--- src/rtl/isp_pkg.sv ---
// ============================================================================
// Module  : isp_pkg
// Brief   : Shared ISP constants: channel indices, pipeline depth, helpers.
// Revision: 1.0 - initial release
// ============================================================================
`default_nettype none

package isp_pkg;

    localparam int CH_H = 2;
    localparam int CH_S = 1;
    localparam int CH_V = 0;
    localparam int CH_R = 2;
    localparam int CH_G = 1;
    localparam int CH_B = 0;

    localparam int CHAN_W     = 8;
    localparam int PIPE_DEPTH = 5;

    // 8x8 multiply keeping the upper byte (truncating divide by 256)
    function automatic logic [7:0] mul_shr8(input logic [7:0] x, input logic [7:0] y);
        logic [15:0] prod;
        prod = {8'd0, x} * {8'd0, y};
        return prod[15:8];
    endfunction

endpackage

`default_nettype wire

--- src/rtl/hsv_to_rgb_sector_mux.sv ---
// ============================================================================
// Module  : hsv_sector_mux
// Brief   : Registered HSV sector selection of (V, p, q, t) into R, G, B.
// Revision: 1.0 - initial release
// ============================================================================
`default_nettype none

module hsv_sector_mux
    import isp_pkg::*;
(
    input  logic        clk,
    input  logic        en,
    input  logic [2:0]  sector,
    input  logic [7:0]  v,
    input  logic [7:0]  p,
    input  logic [7:0]  q,
    input  logic [7:0]  t,
    input  logic        s_zero,
    output logic [23:0] rgb
);

    logic [7:0] w_r;
    logic [7:0] w_g;
    logic [7:0] w_b;

    always_comb begin
        w_r = v;
        w_g = v;
        w_b = v;
        // Zero saturation is pure grey whatever the hue
        if (!s_zero) begin
            case (sector)
                3'd0:    begin w_r = v; w_g = t; w_b = p; end
                3'd1:    begin w_r = q; w_g = v; w_b = p; end
                3'd2:    begin w_r = p; w_g = v; w_b = t; end
                3'd3:    begin w_r = p; w_g = q; w_b = v; end
                3'd4:    begin w_r = t; w_g = p; w_b = v; end
                3'd5:    begin w_r = v; w_g = p; w_b = q; end
                default: begin w_r = v; w_g = v; w_b = v; end
            endcase
        end
    end

    always_ff @(posedge clk) begin
        if (en) begin
            rgb[CH_R*CHAN_W +: CHAN_W] <= w_r;
            rgb[CH_G*CHAN_W +: CHAN_W] <= w_g;
            rgb[CH_B*CHAN_W +: CHAN_W] <= w_b;
        end
    end

endmodule

`default_nettype wire

--- src/rtl/hsv_to_rgb.sv ---
// ============================================================================
// Module  : hsv_to_rgb
// Brief   : 5-stage HSV to RGB pixel converter with valid/ready stalling.
//           Optional macro HSV_TO_RGB_CTRL_EN adds isp_ctrl bypass control.
// Revision: 1.0 - initial release
// ============================================================================
`default_nettype none

module hsv_to_rgb
    import isp_pkg::*;
#(
    parameter int HSV_DEPTH = 8
) (
    input  logic                   clk,
    input  logic                   reset,
    input  logic                   in_valid,
    input  logic [3*HSV_DEPTH-1:0] in_data,
    input  logic [7:0]             in_user,
    output logic                   out_valid,
    output logic [3*HSV_DEPTH-1:0] out_data,
    output logic [7:0]             out_user,
    input  logic                   in_ready,
    output logic                   out_ready
`ifdef HSV_TO_RGB_CTRL_EN
    ,
    input  logic [15:0]            isp_ctrl
`endif
);

    logic                   w_running;
    logic                   w_conv_en;
    logic [PIPE_DEPTH-1:0]  r_valid;
    logic [7:0]             r_user [0:PIPE_DEPTH-2];

    logic [7:0]  w_h;
    logic [7:0]  w_s;
    logic [7:0]  w_v;
    logic [10:0] w_h6;

    // Stage 1
    logic [2:0]             r1_sector;
    logic [7:0]             r1_f;
    logic [7:0]             r1_s;
    logic [7:0]             r1_v;
    logic                   r1_en;
    logic [3*HSV_DEPTH-1:0] r1_bypass;
    // Stage 2
    logic [2:0]             r2_sector;
    logic [7:0]             r2_a;
    logic [7:0]             r2_b;
    logic [7:0]             r2_c;
    logic [7:0]             r2_v;
    logic                   r2_s_zero;
    logic                   r2_en;
    logic [3*HSV_DEPTH-1:0] r2_bypass;
    // Stage 3
    logic [2:0]             r3_sector;
    logic [7:0]             r3_p;
    logic [7:0]             r3_q;
    logic [7:0]             r3_t;
    logic [7:0]             r3_v;
    logic                   r3_s_zero;
    logic                   r3_en;
    logic [3*HSV_DEPTH-1:0] r3_bypass;
    // Stage 4
    logic [23:0]            w_rgb4;
    logic                   r4_en;
    logic [3*HSV_DEPTH-1:0] r4_bypass;

    // A full output register that nobody takes blocks the whole pipe
    assign w_running = in_ready | ~r_valid[PIPE_DEPTH-1];
    assign out_ready = w_running;
    assign out_valid = r_valid[PIPE_DEPTH-1];

`ifdef HSV_TO_RGB_CTRL_EN
    logic r_ctrl_en;

    always_ff @(posedge clk) begin
        if (reset) begin
            r_ctrl_en <= 1'b0;
        end else begin
            r_ctrl_en <= isp_ctrl[0] & isp_ctrl[10];
        end
    end

    assign w_conv_en = r_ctrl_en;
`else
    assign w_conv_en = 1'b1;
`endif

    assign w_h  = in_data[CH_H*CHAN_W +: CHAN_W];
    assign w_s  = in_data[CH_S*CHAN_W +: CHAN_W];
    assign w_v  = in_data[CH_V*CHAN_W +: CHAN_W];
    // 255*6 = 1530 keeps the top bits at most 5, so hue wraps without a sector 6
    assign w_h6 = {3'd0, w_h} * 11'd6;

    always_ff @(posedge clk) begin
        if (reset) begin
            r_valid  <= '0;
            out_user <= '0;
            out_data <= '0;
        end else if (w_running) begin
            r_valid  <= {r_valid[PIPE_DEPTH-2:0], in_valid};
            out_user <= r_user[PIPE_DEPTH-2];
            out_data <= r4_en ? w_rgb4 : r4_bypass;
        end
    end

    always_ff @(posedge clk) begin
        if (w_running) begin
            r_user[0] <= in_user;
            for (int i = 1; i < PIPE_DEPTH-1; i++) begin
                r_user[i] <= r_user[i-1];
            end

            r1_sector <= w_h6[10:8];
            r1_f      <= w_h6[7:0];
            r1_s      <= w_s;
            r1_v      <= w_v;
            r1_en     <= w_conv_en;
            r1_bypass <= in_data;

            r2_sector <= r1_sector;
            r2_a      <= mul_shr8(r1_s, r1_f);
            r2_b      <= mul_shr8(r1_s, 8'd255 - r1_f);
            r2_c      <= 8'd255 - r1_s;
            r2_v      <= r1_v;
            r2_s_zero <= (r1_s == 8'd0);
            r2_en     <= r1_en;
            r2_bypass <= r1_bypass;

            r3_sector <= r2_sector;
            r3_p      <= mul_shr8(r2_v, r2_c);
            r3_q      <= mul_shr8(r2_v, 8'd255 - r2_a);
            r3_t      <= mul_shr8(r2_v, 8'd255 - r2_b);
            r3_v      <= r2_v;
            r3_s_zero <= r2_s_zero;
            r3_en     <= r2_en;
            r3_bypass <= r2_bypass;

            r4_en     <= r3_en;
            r4_bypass <= r3_bypass;
        end
    end

    hsv_sector_mux u_sector_mux (
        .clk    (clk),
        .en     (w_running),
        .sector (r3_sector),
        .v      (r3_v),
        .p      (r3_p),
        .q      (r3_q),
        .t      (r3_t),
        .s_zero (r3_s_zero),
        .rgb    (w_rgb4)
    );

endmodule

`default_nettype wire

--- config.mk ---
export PLATFORM = sky130hd
export DESIGN_NAME = hsv_to_rgb
export DESIGN_NICKNAME = d
export VERILOG_FILES = /design/src/rtl/isp_pkg.sv /design/src/rtl/hsv_to_rgb_sector_mux.sv /design/src/rtl/hsv_to_rgb.sv
export SDC_FILE = /design/constraint.sdc
export NUM_CORES = 1
export LEC_CHECK = 0
export ABC_AREA = 0
export CAP_MARGIN = 30
export CORE_MARGIN = 2
export CORE_UTILIZATION = 40
export CTS_BUF_LIST = sky130_fd_sc_hd__clkbuf_16
export CTS_CLUSTER_SIZE = 40
export DETAILED_ROUTE_END_ITERATION = 10
export PLACE_DENSITY = 0.64
export SETUP_SLACK_MARGIN = 0.1
export SLEW_MARGIN = 20
export SYNTH_ARGS = -nofsm -noshare
export SYNTH_HDL_FRONTEND = slang
export SYNTH_SLANG_ARGS = --single-unit
--- constraint.sdc ---
create_clock -name clk -period 8.1 [get_ports clk]
set_clock_uncertainty 0.2 [all_clocks]
set_input_delay 1.62 -clock clk [delete_from_list [all_inputs] [get_ports clk]]
set_output_delay 1.62 -clock clk [all_outputs]
set_load 0.1 [all_outputs]
==> flow_results.xml <==
<?xml version="1.0" encoding="UTF-8"?>
<metrics>
  <group name="global_route">
    <metric name="grt_pass1_wl" unit="um">54600</metric>
    <metric name="grt_pass1_vias" unit="">11100</metric>
    <metric name="grt_antenna_before_repair" unit="">1</metric>
    <metric name="grt_start_max_net_pins" unit="">81</metric>
    <metric name="overflow" unit="">0</metric>
    <metric name="global_route.usage.total" unit="%">16.4</metric>
  </group>
  <group name="critical_path">
    <metric name="worst_ep_required_time" unit="ns">6.28</metric>
    <metric name="crit_path_class" unit="">in2out</metric>
    <metric name="cp.arrival" unit="ns">3.60</metric>
    <metric name="critical_path.endpoint_type" unit="">primary output</metric>
    <metric name="worst_setup_path_start_kind" unit="">input pin</metric>
    <metric name="rrSetupSlack" unit="ns">2.81</metric>
    <metric name="critical_path.reg2reg.endpoint" unit="">r2_b[7]</metric>
    <metric name="crit_path_max_fanout" unit="">58</metric>
    <metric name="reg2regPathDepth" unit="">16</metric>
    <metric name="timing.rr.start" unit="">r1_s[5]</metric>
  </group>
  <group name="placed_design">
    <metric name="place_congestion" unit="">0.822</metric>
    <metric name="hpwl" unit="um">23700</metric>
    <metric name="io_buffer_count" unit="">69</metric>
  </group>
  <group name="sta">
    <metric name="timing.final.crit_period" unit="ns">5.42</metric>
    <metric name="setup-tns-final" unit="ns">0</metric>
    <metric name="hold_slack" unit="ns">0.219</metric>
    <metric name="slew_headroom" unit="%">34.4</metric>
    <metric name="grt_setup_unrepaired" unit="">false</metric>
    <metric name="slew_violations" unit="">0</metric>
    <metric name="final-hold-violation-count" unit="">0</metric>
    <metric name="worst-slew-pin-transition" unit="ns">0.980</metric>
    <metric name="setup_viol" unit="">0</metric>
    <metric name="final.period_utilization" unit="%">66.9</metric>
    <metric name="fmaxAchievable" unit="MHz">185</metric>
  </group>
  <group name="routing">
    <metric name="routed_wirelength" unit="um">32500</metric>
    <metric name="drt_drc_violations_left" unit="">0</metric>
    <metric name="detail_route.iter0.violations" unit="">524</metric>
    <metric name="count_of_antenna_violating_nets_left_after_detailed_routing" unit="">0</metric>
    <metric name="num_vias" unit="">10600</metric>
    <metric name="drt_pass1_iterations" unit="">6</metric>
    <metric name="avgViaCountPerCell" unit="">5.01</metric>
    <metric name="routed_wire_length_per_instance" unit="um">15.4</metric>
  </group>
  <group name="clocking">
    <metric name="cts.htree.levels" unit="">4</metric>
    <metric name="cts_num_sinks" unit="">191</metric>
    <metric name="cts.reportedPaths.clkPinSlew" unit="ns">0.08</metric>
    <metric name="clock_buffers_created_by_tritoncts" unit="">17</metric>
    <metric name="clk_root_buffer_cell" unit="">sky130_fd_sc_hd__clkbuf_16</metric>
    <metric name="post_cts_resize_count" unit="">0</metric>
    <metric name="clk_latency" unit="ns">0.45</metric>
    <metric name="cts-root-to-sink-buffers" unit="">2</metric>
    <metric name="tritoncts_clock_tree" unit="">built</metric>
    <metric name="cts_hold_repair.buffers" unit="">0</metric>
    <metric name="post-cts-setup-buffer-count" unit="">0</metric>
  </group>
  <group name="final_layout">
    <metric name="antenna_cells" unit="">0</metric>
    <metric name="flow.area_growth_from_synthesis" unit="%">11.8</metric>
    <metric name="nNetsFinal" unit="">1949</metric>
    <metric name="largest_register_ffs" unit="">32</metric>
    <metric name="reg_top3" unit="">r_user (32), out_data (24), u_sector_mux.rgb (24)</metric>
    <metric name="largest_register_by_flop_count" unit="">r_user</metric>
    <metric name="num-fill-cells" unit="">3735</metric>
    <metric name="post_route_cells_drive_above_1_share" unit="%">4.29</metric>
    <metric name="final_core_util" unit="%">45.3</metric>
  </group>
  <group name="worst_hold_path">
    <metric name="hold_depth" unit="">0</metric>
    <metric name="hold_class" unit="">reg2reg</metric>
    <metric name="hp-start" unit="">r1_v[4]</metric>
    <metric name="whs_endpoint" unit="">r2_v[4]</metric>
  </group>
  <group name="synthesis">
    <metric name="syn_inst" unit="">1525</metric>
    <metric name="mappedNetlistNets" unit="">1902</metric>
    <metric name="synth.cell_area" unit="um2">16100</metric>
    <metric name="yosysSeqAreaShare" unit="%">33.2</metric>
    <metric name="number_of_synthesized_register_bits" unit="">191</metric>
    <metric name="synth_cell_types" unit="">57</metric>
    <metric name="ys.flop_type" unit="">sky130_fd_sc_hd__edfxtp_1</metric>
    <metric name="ys_warn_count" unit="">0</metric>
    <metric name="avgSynthCellArea" unit="um2">10.6</metric>
    <metric name="async_reset_ff_share" unit="%">0</metric>
    <metric name="synth-edff-count" unit="">154</metric>
  </group>
  <group name="floorplan">
    <metric name="core" unit="um2">39800</metric>
    <metric name="die_h" unit="um">205</metric>
    <metric name="die-width" unit="um">205</metric>
    <metric name="num_io_pins" unit="">70</metric>
    <metric name="effective_utilization_at_floorplan" unit="%">40.5</metric>
    <metric name="design.die.area" unit="um2">42000</metric>
    <metric name="std_cell_rows" unit="">73</metric>
  </group>
  <group name="outcome">
    <metric name="run_status" unit="">complete, no violations</metric>
  </group>
  <group name="job">
    <metric name="cap_violations" unit="">0</metric>
  </group>
</metrics>
## worst max path at each step
stage,start,cells past startpoint,endpoint,slack (ns)
after CTS,in_ready,6,out_ready,2.66
after detailed placement,in_ready,6,out_ready,2.68
after floorplan,in_ready,3,out_ready,0.11
after global routing,in_ready,6,out_ready,2.56
after global placement,in_ready,5,out_ready,2.25
final,in_ready,6,out_ready,2.68
## critical path, cell delays in order
cell and delay [ns]:
sky130_fd_sc_hd__clkdlybuf4s50_1 0.47, sky130_fd_sc_hd__nor2b_2 0.04, sky130_fd_sc_hd__buf_4 0.25, sky130_fd_sc_hd__inv_8 0.32, sky130_fd_sc_hd__clkdlybuf4s50_1 0.65, sky130_fd_sc_hd__buf_16 0.19
## cell usage after synthesis, types with 2 or more instances
cell type                  instances  area (um2)
sky130_fd_sc_hd__a211oi_1          2        15.0
sky130_fd_sc_hd__nor2_1           88         330
sky130_fd_sc_hd__o21ai_1           3        15.0
sky130_fd_sc_hd__nor3_1            4        20.0
sky130_fd_sc_hd__and3_1            4        25.0
sky130_fd_sc_hd__nand2b_1         67         419
sky130_fd_sc_hd__buf_1             2        7.51
sky130_fd_sc_hd__o21a_1            6        45.0
sky130_fd_sc_hd__mux2_2            8        90.1
sky130_fd_sc_hd__clkbuf_1         47         176
sky130_fd_sc_hd__o31ai_1           2        15.0
sky130_fd_sc_hd__a21o_1           14         105
sky130_fd_sc_hd__a21oi_1         111         556
sky130_fd_sc_hd__o21ai_0          10        50.1
sky130_fd_sc_hd__a221oi_1          9        78.8
sky130_fd_sc_hd__o221ai_1          2        17.5
sky130_fd_sc_hd__o21bai_1          4        30.0
sky130_fd_sc_hd__fa_1            169        3380
sky130_fd_sc_hd__and2_1           99         619
sky130_fd_sc_hd__buf_2             4        20.0
sky130_fd_sc_hd__a211oi_2          3        37.5
sky130_fd_sc_hd__a31oi_2           2        25.0
sky130_fd_sc_hd__a22oi_1           8        60.1
sky130_fd_sc_hd__nand3b_1          3        22.5
sky130_fd_sc_hd__ha_1            172        2150
sky130_fd_sc_hd__a2111o_1          2        22.5
sky130_fd_sc_hd__inv_1           203         762
sky130_fd_sc_hd__nand2_1         112         420
sky130_fd_sc_hd__o211ai_1          2        15.0
sky130_fd_sc_hd__edfxtp_1        154        4620
sky130_fd_sc_hd__xor2_1           17         149
sky130_fd_sc_hd__nor2b_1         100         626
sky130_fd_sc_hd__nand4_1           6        37.5
sky130_fd_sc_hd__dfxtp_1          37         741
sky130_fd_sc_hd__nand4b_1          2        17.5
sky130_fd_sc_hd__xnor2_1          26         228
## layer usage
layer | GRT usage (%) | wire [um] | vias to the layer above
li1 | - | - | 5067
met1 | 20.7 | 14600 | 5275
met2 | 28.7 | 16300 | 193
met3 | 2.80 | 1170 | 31
met4 | 4.91 | 486 | 0
met5 | 0 | 0 | -
## layout make-up
type                    instances  area [um2]  area share, %
repair buffers                 82         823           4.56
multi-input cells            1075        9800           54.3
clock inverters                15         206           1.14
inverters                     205         777           4.30
flip-flops and latches        191        5370           29.7
clock buffers                  17         425           2.36
well taps                     525         657           3.64
## cell families after synthesis
kind of cell    after synthesis  synth area share (%)
simple gates                492                  16.0
buf+inv                     259                  6.08
flops                       191                  33.2
mux                           8                 0.558
compound gates              191                  7.47
xor+xnor                     43                  2.33
fa+ha+maj                   341                  34.3
## placed cells by master (no fill, tap or decap), types with 3 or more instances in the layout
master	instances
sky130_fd_sc_hd__clkdlybuf4s50_1	68
sky130_fd_sc_hd__nand3b_1	3
sky130_fd_sc_hd__o21ai_1	3
sky130_fd_sc_hd__o21bai_1	4
sky130_fd_sc_hd__a221oi_1	9
sky130_fd_sc_hd__and2_1	99
sky130_fd_sc_hd__nand2_1	112
sky130_fd_sc_hd__buf_4	11
sky130_fd_sc_hd__fa_1	169
sky130_fd_sc_hd__xor2_1	17
sky130_fd_sc_hd__edfxtp_1	154
sky130_fd_sc_hd__nor3_1	4
sky130_fd_sc_hd__mux2_2	8
sky130_fd_sc_hd__nand4_1	6
sky130_fd_sc_hd__nand2b_1	67
sky130_fd_sc_hd__nor2_1	88
sky130_fd_sc_hd__inv_1	203
sky130_fd_sc_hd__ha_1	172
sky130_fd_sc_hd__o21a_1	6
sky130_fd_sc_hd__nor2b_1	99
sky130_fd_sc_hd__a22oi_1	8
sky130_fd_sc_hd__a211oi_2	3
sky130_fd_sc_hd__xnor2_1	26
sky130_fd_sc_hd__inv_8	5
sky130_fd_sc_hd__a21o_1	14
sky130_fd_sc_hd__a21oi_1	111
sky130_fd_sc_hd__dfxtp_1	37
sky130_fd_sc_hd__o21ai_0	10
sky130_fd_sc_hd__inv_6	3
sky130_fd_sc_hd__clkbuf_16	17
sky130_fd_sc_hd__and3_1	4
sky130_fd_sc_hd__clkinv_8	5
## per-stage QoR
stage                     std cells  worst slack [ns]  instance area [um2]
after floorplan                1525             0.110                16200
after global placement         2075              2.25                17400
after detailed placement       2077              2.68                17400
after CTS                      2109              2.66                18000
after global routing           2110              2.56                18100
final                          2110              2.68                18100
Power is not shown: default switching activity piles up to over one toggle a cycle in this logic, so the estimate is an artifact.
